File: src/rtl/serial_addsub.sv
`default_nettype none
// ============================================================================
// Module      : serial_addsub
// Description : Bit-serial LSB-first two's-complement adder/subtractor.
//               Uses one full adder/subtractor cell with a start/done handshake.
//               An optional carry/borrow-in port is enabled by SERIAL_ADDSUB_CIN_EN.
// Revision    : 1.0 - initial release
// ============================================================================
module serial_addsub #(
    parameter int WIDTH = 8
) (
    input  logic             clk,
    input  logic             rst_n,
    input  logic             start,
    input  logic             a_ns,
    input  logic [WIDTH-1:0] a,
    input  logic [WIDTH-1:0] b,
`ifdef SERIAL_ADDSUB_CIN_EN
    input  logic             cin,
`endif
    output logic             busy,
    output logic             done,
    output logic [WIDTH-1:0] result,
    output logic             cout,
    output logic             ovf
);

    localparam int CW = (WIDTH > 1) ? $clog2(WIDTH) : 1;
    localparam logic [CW-1:0] LAST = CW'(WIDTH - 1);

    typedef enum logic [1:0] {
        S_IDLE = 2'd0,
        S_RUN  = 2'd1,
        S_DONE = 2'd2
    } state_t;

    state_t           state;
    state_t           state_nxt;
    logic [WIDTH-1:0] a_sr;
    logic [WIDTH-1:0] b_sr;
    logic [CW-1:0]    cnt;
    logic             mode;
    logic             carry;
    logic             a_msb;
    logic             b_msb;
    logic             accept;
    logic             last_bit;
    logic             x;
    logic             y;
    logic             s;
    logic             carry_nxt;
    logic             ovf_nxt;

    assign accept   = start && (state != S_RUN);
    assign last_bit = (state == S_RUN) && (cnt == LAST);

    always_ff @(posedge clk) begin
        if (!rst_n) begin
            state <= S_IDLE;
        end else begin
            state <= state_nxt;
        end
    end

    always_comb begin
        state_nxt = state;
        busy      = 1'b0;
        done      = 1'b0;
        case (state)
            S_IDLE: begin
                if (start) state_nxt = S_RUN;
            end
            S_RUN: begin
                busy = 1'b1;
                if (last_bit) state_nxt = S_DONE;
            end
            S_DONE: begin
                done      = 1'b1;
                state_nxt = start ? S_RUN : S_IDLE;
            end
            default: state_nxt = S_IDLE;
        endcase
    end

    // Single adder/subtractor cell; in subtract mode carry is the borrow of x-y-c
    always_comb begin
        x         = a_sr[0];
        y         = b_sr[0];
        s         = x ^ y ^ carry;
        carry_nxt = 1'b0;
        ovf_nxt   = 1'b0;
        if (mode) begin
            carry_nxt = (x & y) | (x & carry) | (y & carry);
            ovf_nxt   = (a_msb == b_msb) && (s != a_msb);
        end else begin
            carry_nxt = (~x & y) | (~x & carry) | (y & carry);
            ovf_nxt   = (a_msb != b_msb) && (s != a_msb);
        end
    end

    always_ff @(posedge clk) begin
        if (!rst_n) begin
            a_sr   <= '0;
            b_sr   <= '0;
            cnt    <= '0;
            mode   <= 1'b0;
            carry  <= 1'b0;
            a_msb  <= 1'b0;
            b_msb  <= 1'b0;
            result <= '0;
            cout   <= 1'b0;
            ovf    <= 1'b0;
        end else if (accept) begin
            a_sr  <= a;
            b_sr  <= b;
            cnt   <= '0;
            mode  <= a_ns;
            a_msb <= a[WIDTH-1];
            b_msb <= b[WIDTH-1];
            cout  <= 1'b0;
            ovf   <= 1'b0;
`ifdef SERIAL_ADDSUB_CIN_EN
            carry <= cin;
`else
            carry <= 1'b0;
`endif
        end else if (state == S_RUN) begin
            a_sr   <= {1'b0, a_sr[WIDTH-1:1]};
            b_sr   <= {1'b0, b_sr[WIDTH-1:1]};
            result <= {s, result[WIDTH-1:1]};
            carry  <= carry_nxt;
            cnt    <= cnt + CW'(1);
            if (last_bit) begin
                cout <= carry_nxt;
                ovf  <= ovf_nxt;
            end
        end
    end

endmodule
`default_nettype wire

File: config.mk
export PLATFORM = sky130hd
export DESIGN_NAME = serial_addsub
export DESIGN_NICKNAME = d
export VERILOG_FILES = /design/src/rtl/serial_addsub.sv
export SDC_FILE = /design/constraint.sdc
export NUM_CORES = 1
export LEC_CHECK = 0
export BUFFER_PORTS_ARGS = -buffer_cell sky130_fd_sc_hd__buf_2
export CAP_MARGIN = 0
export CORE_ASPECT_RATIO = 1.5
export CORE_MARGIN = 4
export CORE_UTILIZATION = 54
export DETAILED_ROUTE_END_ITERATION = 16
export GPL_ROUTABILITY_DRIVEN = 1
export PLACE_DENSITY = 0.78
export RECOVER_POWER = 100
export SETUP_SLACK_MARGIN = 0.3
export SLEW_MARGIN = 15
export SYNTH_ARGS = -nofsm -noshare
export SYNTH_HDL_FRONTEND = slang
export SYNTH_SLANG_ARGS = --single-unit
File: constraint.sdc
create_clock -name clk -period 1.79 [get_ports clk]
set_clock_uncertainty 0.1 [all_clocks]
set_input_delay 0.179 -clock clk [delete_from_list [all_inputs] [get_ports clk]]
set_output_delay 0.179 -clock clk [all_outputs]
set_load 0.05 [all_outputs]
# Word-level counts from Yosys, hierarchy flattened
# Index checks and enable logic that the tools add are counted.
# word_totals
ff_bits	35
elab_cells	57
out_inout_bits	12
inputBits	20
# classes
bitwise_logic	14
eq_ne	9
n_reduce_logical	10
n_addsub	1
mux	12
# ops
operator	count
two-way mux 8 bit	4
one-hot mux 2 bit (3 select lines)	1
AND reduction 2 bit	3
AND 1 bit	5
two-way mux 1 bit	5
logical AND 1 bit	4
two-way mux 2 bit	2
inequality test 2 bit, second input constant	2
bitwise OR 1 bit	4
adder 3 x 1 -> 3 bit, second input constant	1
equality test 3 bit, second input constant	1
inverter 1 bit	3
equality test 2 x 1 -> 1 bit, second input constant	1
equality test 2 bit, second input constant	1
zero test 2 bit	1
inequality test 1 bit	2
inequality test 2 x 1 -> 1 bit, second input constant	1
nonzero test 2 bit	1
OR reduction 2 bit	1
XOR 1 bit	2
equality test 1 bit	1

# Longest topological paths before layout
# Gate-level depths: netlist of run 1.
# depth
depth_word	5
ltp_mapped	6
depth_no_buf	6

# Worst setup path after synthesis of run 1
# Ideal clock, no wire load.
# synth_path
path_type	flip-flop to flip-flop
start	register a_sr[0]
end	register ovf
period_less_slack_ps	1414
setup_time_ps	118
t_required_ps	1572
stages_incl_launch_ff	7
n_path_buf	0
arrival_time_ps	1195
setup_slack_ps	376
path_cell_list	dfxtp_1 > inv_1 > ha_1 > xnor2_1 > nor2b_1 > a22oi_1 > o21ai_1
# synth_via
elab_chain_len	5
elab_cells_between_ends	6
cone_classes	eq/ne (1); mux (1); bitwise (2); reduce/logical (2)
# synth_rtl
element	line_no	rtl
start, declared	39	logic [WIDTH-1:0] a_sr;
start signal, assigned	128	a_sr <= {1'b0, a_sr[WIDTH-1:1]};
XOR 1 bit * (2 in a row)	89	s = x ^ y ^ carry;
inequality test 1 bit *	94, 97	
logical AND 1 bit (on tied branches)	97, 94	
two-way mux 1 bit *	92	if (mode) begin
end signal, assigned	135	ovf <= ovf_nxt;
end, declared	25	output logic ovf
# Every way passes the cells marked *; elsewhere a longest branch is shown, timed or not.
# A chain may end at the register's enable or synchronous reset.

# Worst setup path in the final report of run 1
# layout_path
start	register state[0]
end	output port done
# layout_via
elab_chain_len	2
# layout_rtl
element	line_no	rtl
start, declared	37	state_t state;
start signal, assigned	61	state <= state_nxt;
equality test 2 bit	69	case (state)
two-way mux 1 bit	69	
end, declared	22	output logic done,
# Every way passes these cells.

==> metrics.txt, run 1 <==
outcome=complete, no violations; dpl hpwl=between 2000 and 2500 um; Synthesis Warnings=0; CP Class=reg -> out; Die Ht=75.4 um; Area contributors post-synth=dfxtp_1 (43%), mux2i_1 (9.2%), nand2_1 (8.7%); DRT Pass-1 Iters=4; required time worst endpoint=roughly 1500 ps; Longest Clk Path Bufs=2; Util after Layout=64.2%; Critical Path Sink Type=output pin; FF-to-FF End=ovf; slew margin rel.=roughly three fifths; peak supply drop=around 770 uV; DRC errors left=0; Core ar.=2910 um^2; post-synth top area share=around 43%; Hold Vio Cnt, Final=0; prevailing post-synth register cell=dfxtp_1; Comb pwr share=between 15 and 20%; P_int=around 1.2 mW; Mapped Avg Cell Area=9.41 um^2; Layout fillers=around 260; total grt overflow=0; Post-Syn Nets=approximately 200; CP max stage cell=clkbuf_1; # clock sinks=35; Flop pwr share=between 50% and 60%; PwrDens=approximately 880 nW/um^2; Clock Power Share=approximately 32%; GP Congestion=approximately 0.79; vias in the first global route=1,254; worst path cell trace=and2b_1 > clkbuf_1; number of flops mapped to enable cells by yosys=0; max incr delay on CP=between 400 and 500 ps; Hold EP=mode; LEAKAGE=roughly 0.91 nW; Nets=230; CP Max Fanout=4; CTS H-tree lvls=2; area of the die=between 3000 and 4000 um^2; Synth area leader=dfxtp_1; critical path arrival=1290 ps; crit-path leading delay family=buffers and inverters; top cells by instance count after synthesis=nand2_1 (38), dfxtp_1 (35), mux2i_1 (15); Crit path buffers/inverters=1; TritonCTS Buffers=5; io pins=32; fraction of the yosys area taken by sequential cells=42.8%; first-pass GRT wire length=5260 um; Detail Route Antenna Nets=0; placed cells=between 200 and 250; RSZ-0062 raised after global routing=true; cell count after synthesis=between 150 and 200; Unique masters post-synth=34; Root Driver=clkbuf_8; Detailed Route Iter0 Violations=21; Hold Crit Depth=3; Via density=5.33; Clock Latency Late Sink=between 200 and 300 ps; Port Buffers=31; P_sw=435 uW; FFs w/ async S/R, synth=0%; TritonCTS clock tree=done; Tmin final=between 1500 and 2000 ps; share of layout cells above drive strength 1=roughly 18%; site row count=24; startpoint types=register; Post-Syn Area=1640 um^2; placed cell area=between 1500 and 2000 um^2; Layout Area Growth over Synthesis=14.2%; Clock transition at path regs=~70 ps; R2R depth=6; final period utilization=87.5%; Max-Cap Viols=0; Finished Layout Cells=~250; hold_sp=a_ns; initial antenna violation count=0; antenna fix cells=0; Starting Density=between 50 and 60%; worst hold path class=in -> reg; most common cell in the netlist=nand2_1; Max Slew Vio Count=0; setup_tns=0 ps; vias post-DR=roughly 1,300; Worst-Margin Slew=between 600 and 700 ps; final instance area=approximately 1900 um^2; Max Clock Freq=roughly 0.64 GHz; Hold-fix buffers, CTS=0; Net Sw Frac=a little over a quarter; Routed WL=approximately 3200 um; Routed WL per cell=between 10 and 15 um; pin count of the biggest net entering global routing=24; FF-to-FF Start=a_sr[0]; Tot GR Track Use=18.3%; FF+latch count, synth=35; FF-to-FF setup slack=between 200 and 300 ps; final setup vio count=0; Die Width=around 53 um; worst hold slack=between 40 and 50 ps
tightest hold or removal path, cell delays in order:
cell      delay [ps]
buf_2             90
nand3_1           60
a21boi_1          50
state kept, by name, summed over array words and instances, names as in the netlist:
| name | count |
|---|---|
| a_msb | 1 |
| state | 2 |
| cout | 1 |
| cnt | 3 |
| a_sr | 8 |
| ovf | 1 |
| mode | 1 |
| b_msb | 1 |
| result | 8 |
| b_sr | 8 |
| carry | 1 |
through the flow:
stage	power, mW	worst slack, ps
after detailed placement	1.11	297
after global routing	1.73	155
after CTS	1.65	297
final	1.65	223
after floorplan	1.07	376
after global placement	1.10	346
layer usage:
layer	share of wire [%]	track usage, %
met1	41	18.6
met2	51	32.3
met5	0	0
met3	6.1	5.87
met4	1.9	10.2
area by class of cell:
type                       instances  area, um^2  share of cell area, %
multi-input combinational        122         827                   44.2
sequential                        35         702                   37.6
tap                               39        48.8                   2.61
clock inverter                     1        5.00                  0.268
clock buffer                       7        76.3                   4.08
timing repair buffer              37         186                   9.97
inverter                           5        23.8                   1.27
cells in the final DEF (no fill, tap or decap), drive strengths merged:
master	count
o21ai	4
buf	24
nand2	39
and2	1
nand4	1
a31oi	1
mux2i	15
o22ai	1
nor3b	1
nor2b	2
nor2	6
nor3	1
a22oi	1
clkinv	1
o211ai	1
nand3	7
nand2b	2
o211a	14
a21oi	4
xnor2	1
xor2	1
o21bai	1
a21boi	13
inv	5
and2b	1
ha	4
clkbuf	20
dfxtp	35
power by group through the flow:
| stage | Clock [mW] | Sequential [mW] | Combinational (mW) |
|---|---|---|---|
| 2_1_floorplan | 0 | 0.872 | 0.201 |
| 3_3_place_gp | 0 | 0.869 | 0.228 |
| 3_5_place_dp | 0 | 0.872 | 0.239 |
| 4_1_cts | 0.549 | 0.857 | 0.246 |
| 5_1_grt | 0.578 | 0.863 | 0.289 |
| 6_report | 0.533 | 0.858 | 0.257 |
kinds of logic (layout without fill, tap and decap cells):
group	Yosys count	count (layout)	share of synthesized area (%)
fa+ha+maj	4	4	3.06
compound gates	40	40	19.1
simple gates	60	61	16.5
mux	15	15	9.17
xor+xnor	2	2	1.07
buf+inv	18	50	8.26
flops	35	35	42.8
what timing repair did:
action / in CTS / in global routing
endpoints found under the setup margin: 2 / 2
setup buffers: 0 / 2
gates resized for setup: 5 / 3
gates cloned: 1 / 0
worst max path at each step:
stage / startpoint / cells past startpoint / to
2_1_floorplan: a_sr[0] / 6 / ovf
3_3_place_gp: a_sr[0] / 6 / ovf
3_5_place_dp: a_sr[0] / 6 / ovf
4_1_cts: state[1] / 3 / busy
5_1_grt: state[0] / 2 / done
6_report: state[0] / 2 / done
(Power assumes the default switching activity.)
==> run 2: changes to the inputs <==
Settings changed: SETUP_SLACK_MARGIN 0.3 to 0.1.
==> metrics.txt, run 2 (synthesis gave the netlist of run 1 again) <==
R2R depth=5 (-1); Die Width=53.0 um (unchanged); Worst-Margin Slew=608 ps (-0.136 ps); required time worst endpoint=1510 ps (about the same); dpl hpwl=2240 um (unchanged); hold_sp=a[7]; Max-Cap Viols=0 (unchanged); Crit path buffers/inverters=1 (unchanged); critical path arrival=1270 ps (-20 ps); CP Class=reg -> out; Detailed Route Iter0 Violations=10 (-52%); Hold-fix buffers, CTS=0 (unchanged); first-pass GRT wire length=5000 um (-4.9%); Critical Path Sink Type=output pin; CP Max Fanout=3 (-1); Tmin final=1550 ps (-13.0 ps); share of layout cells above drive strength 1=15.2% (-2.7 points); P_sw=419 uW (-3.7%); DRT Pass-1 Iters=4 (unchanged); CTS H-tree lvls=2 (unchanged); site row count=24 (unchanged); Clock transition at path regs=70 ps (about the same); Die Ht=75.4 um (unchanged); GP Congestion=0.787 (unchanged); antenna fix cells=0 (unchanged); CP max stage cell=clkbuf_1; Core ar.=2910 um^2 (unchanged); Max Slew Vio Count=0 (unchanged); PwrDens=891 nW/um^2 (+1.2%); Nets=227 (-1.3%); worst path cell trace=and2b_1 > clkbuf_1; total grt overflow=0 (unchanged); TritonCTS clock tree=done; outcome=complete, no violations; Tot GR Track Use=17.3% (-0.97 points); initial antenna violation count=0 (unchanged); Tot Pwr=1.62 mW (-1.9%); vias post-DR=1,285 (-2.1%); io pins=32 (unchanged); vias in the first global route=1,233 (-1.7%); FF-to-FF Start=state[1]; pin count of the biggest net entering global routing=24 (unchanged); Comb pwr share=14.4% (-1.2 points); LEAKAGE=0.889 nW (-2.4%); max incr delay on CP=460 ps (about the same); crit-path leading delay family=buffers and inverters; Port Buffers=31 (unchanged); Clock Latency Late Sink=280 ps (about the same); Clock Power Share=32.7% (+0.4 points); worst hold path class=in -> reg; TritonCTS Buffers=5 (unchanged); Detail Route Antenna Nets=0 (unchanged); Net Sw Frac=25.9% (-0.50 points); commonest cells after routing, fill and taps aside=nand2_1 (39), dfxtp_1 (35), buf_2 (19); startpoint types=register; RSZ-0062 raised after global routing=false; Via density=5.29 (-0.85%); Layout Area Growth over Synthesis=10.8%; Starting Density=56.2% (unchanged); Top Registers=a_sr (8), b_sr (8), result (8); Root Driver=clkbuf_8; Layout fillers=273 (+4.6%); Max Clock Freq=0.644 GHz (+0.83%); Hold Vio Cnt, Final=0 (unchanged); final period utilization=86.8% (-0.72 points); Flop pwr share=52.9% (+0.8 points); commonest non-fill, non-tap cell in the layout=nand2_1; area of the die=3990 um^2 (unchanged); Hold Crit Depth=3 (unchanged); DRC errors left=0 (unchanged); Routed WL per cell=12.4 um (-5.8%); P_int=1.20 mW (-1.2%); Longest Clk Path Bufs=2 (unchanged); Routed WL=3020 um (-6.9%); # clock sinks=35 (unchanged); slew margin rel.=59.6% (about the same); final setup vio count=0 (unchanged); peak supply drop=763 uV (-0.86%); Critical Path Start=state[0]; setup_tns=0 ps (unchanged); Levels on crit path=2 (unchanged)
run 2: stage by stage:
stage	util (%)	instance area, um^2	setup WS [ps]	instances	hold WS [ps]
2_1_floorplan	-	1640	376	174	225
3_5_place_dp	60.2	1750	297	235	351
3_3_place_gp	60.2	1750	346	235	334
4_1_cts	63.1	1840	142	243	38.6
5_1_grt	62.2	1810	124	243	64.1
6_report	62.2	1810	236	243	49.8
run 2: per-layer routing:
| layer | global-route usage [%] | part of all wire [%] |
|---|---|---|
| met1 | 17.1 | 40 |
| met2 | 30.5 | 51 |
| met3 | 6.07 | 6.7 |
| met4 | 10.2 | 2.0 |
| met5 | 0 | 0 |
run 2: tightest hold or removal path, stage by stage:
cell and delay, ps:
buf_2 90, mux2i_1 60, nor2_1 70
run 2: path summary, 6_finish.rpt:
path               end  slack [ps]
max reg2reg        ovf         270
min            a_sr[7]          50
min reg2reg  result[0]         380
max               done         240
run 2: layout make-up:
type | count | area [um^2] | share of cell area (%)
inverters | 5 | 21.3 | 1.17
repair buffers | 35 | 168 | 9.25
multi-input cells | 121 | 793 | 43.8
well taps | 39 | 48.8 | 2.69
clock buffers | 7 | 76.3 | 4.21
clock inverters | 1 | 5.00 | 0.276
flip-flops and latches | 35 | 701 | 38.6
run 2: power by group through the flow:
stage	combinational [mW]	clock [mW]	sequential, mW
after CTS	0.241	0.549	0.855
after global routing	0.263	0.577	0.860
final	0.232	0.529	0.855
after detailed placement	0.239	0	0.872
after floorplan	0.201	0	0.872
after global placement	0.228	0	0.869
run 2: repair_timing:
item                                    in CTS  in global routing
gates resized for setup                      1                  2
buffers inserted                             0                  0
endpoints found under the setup margin       1                  1
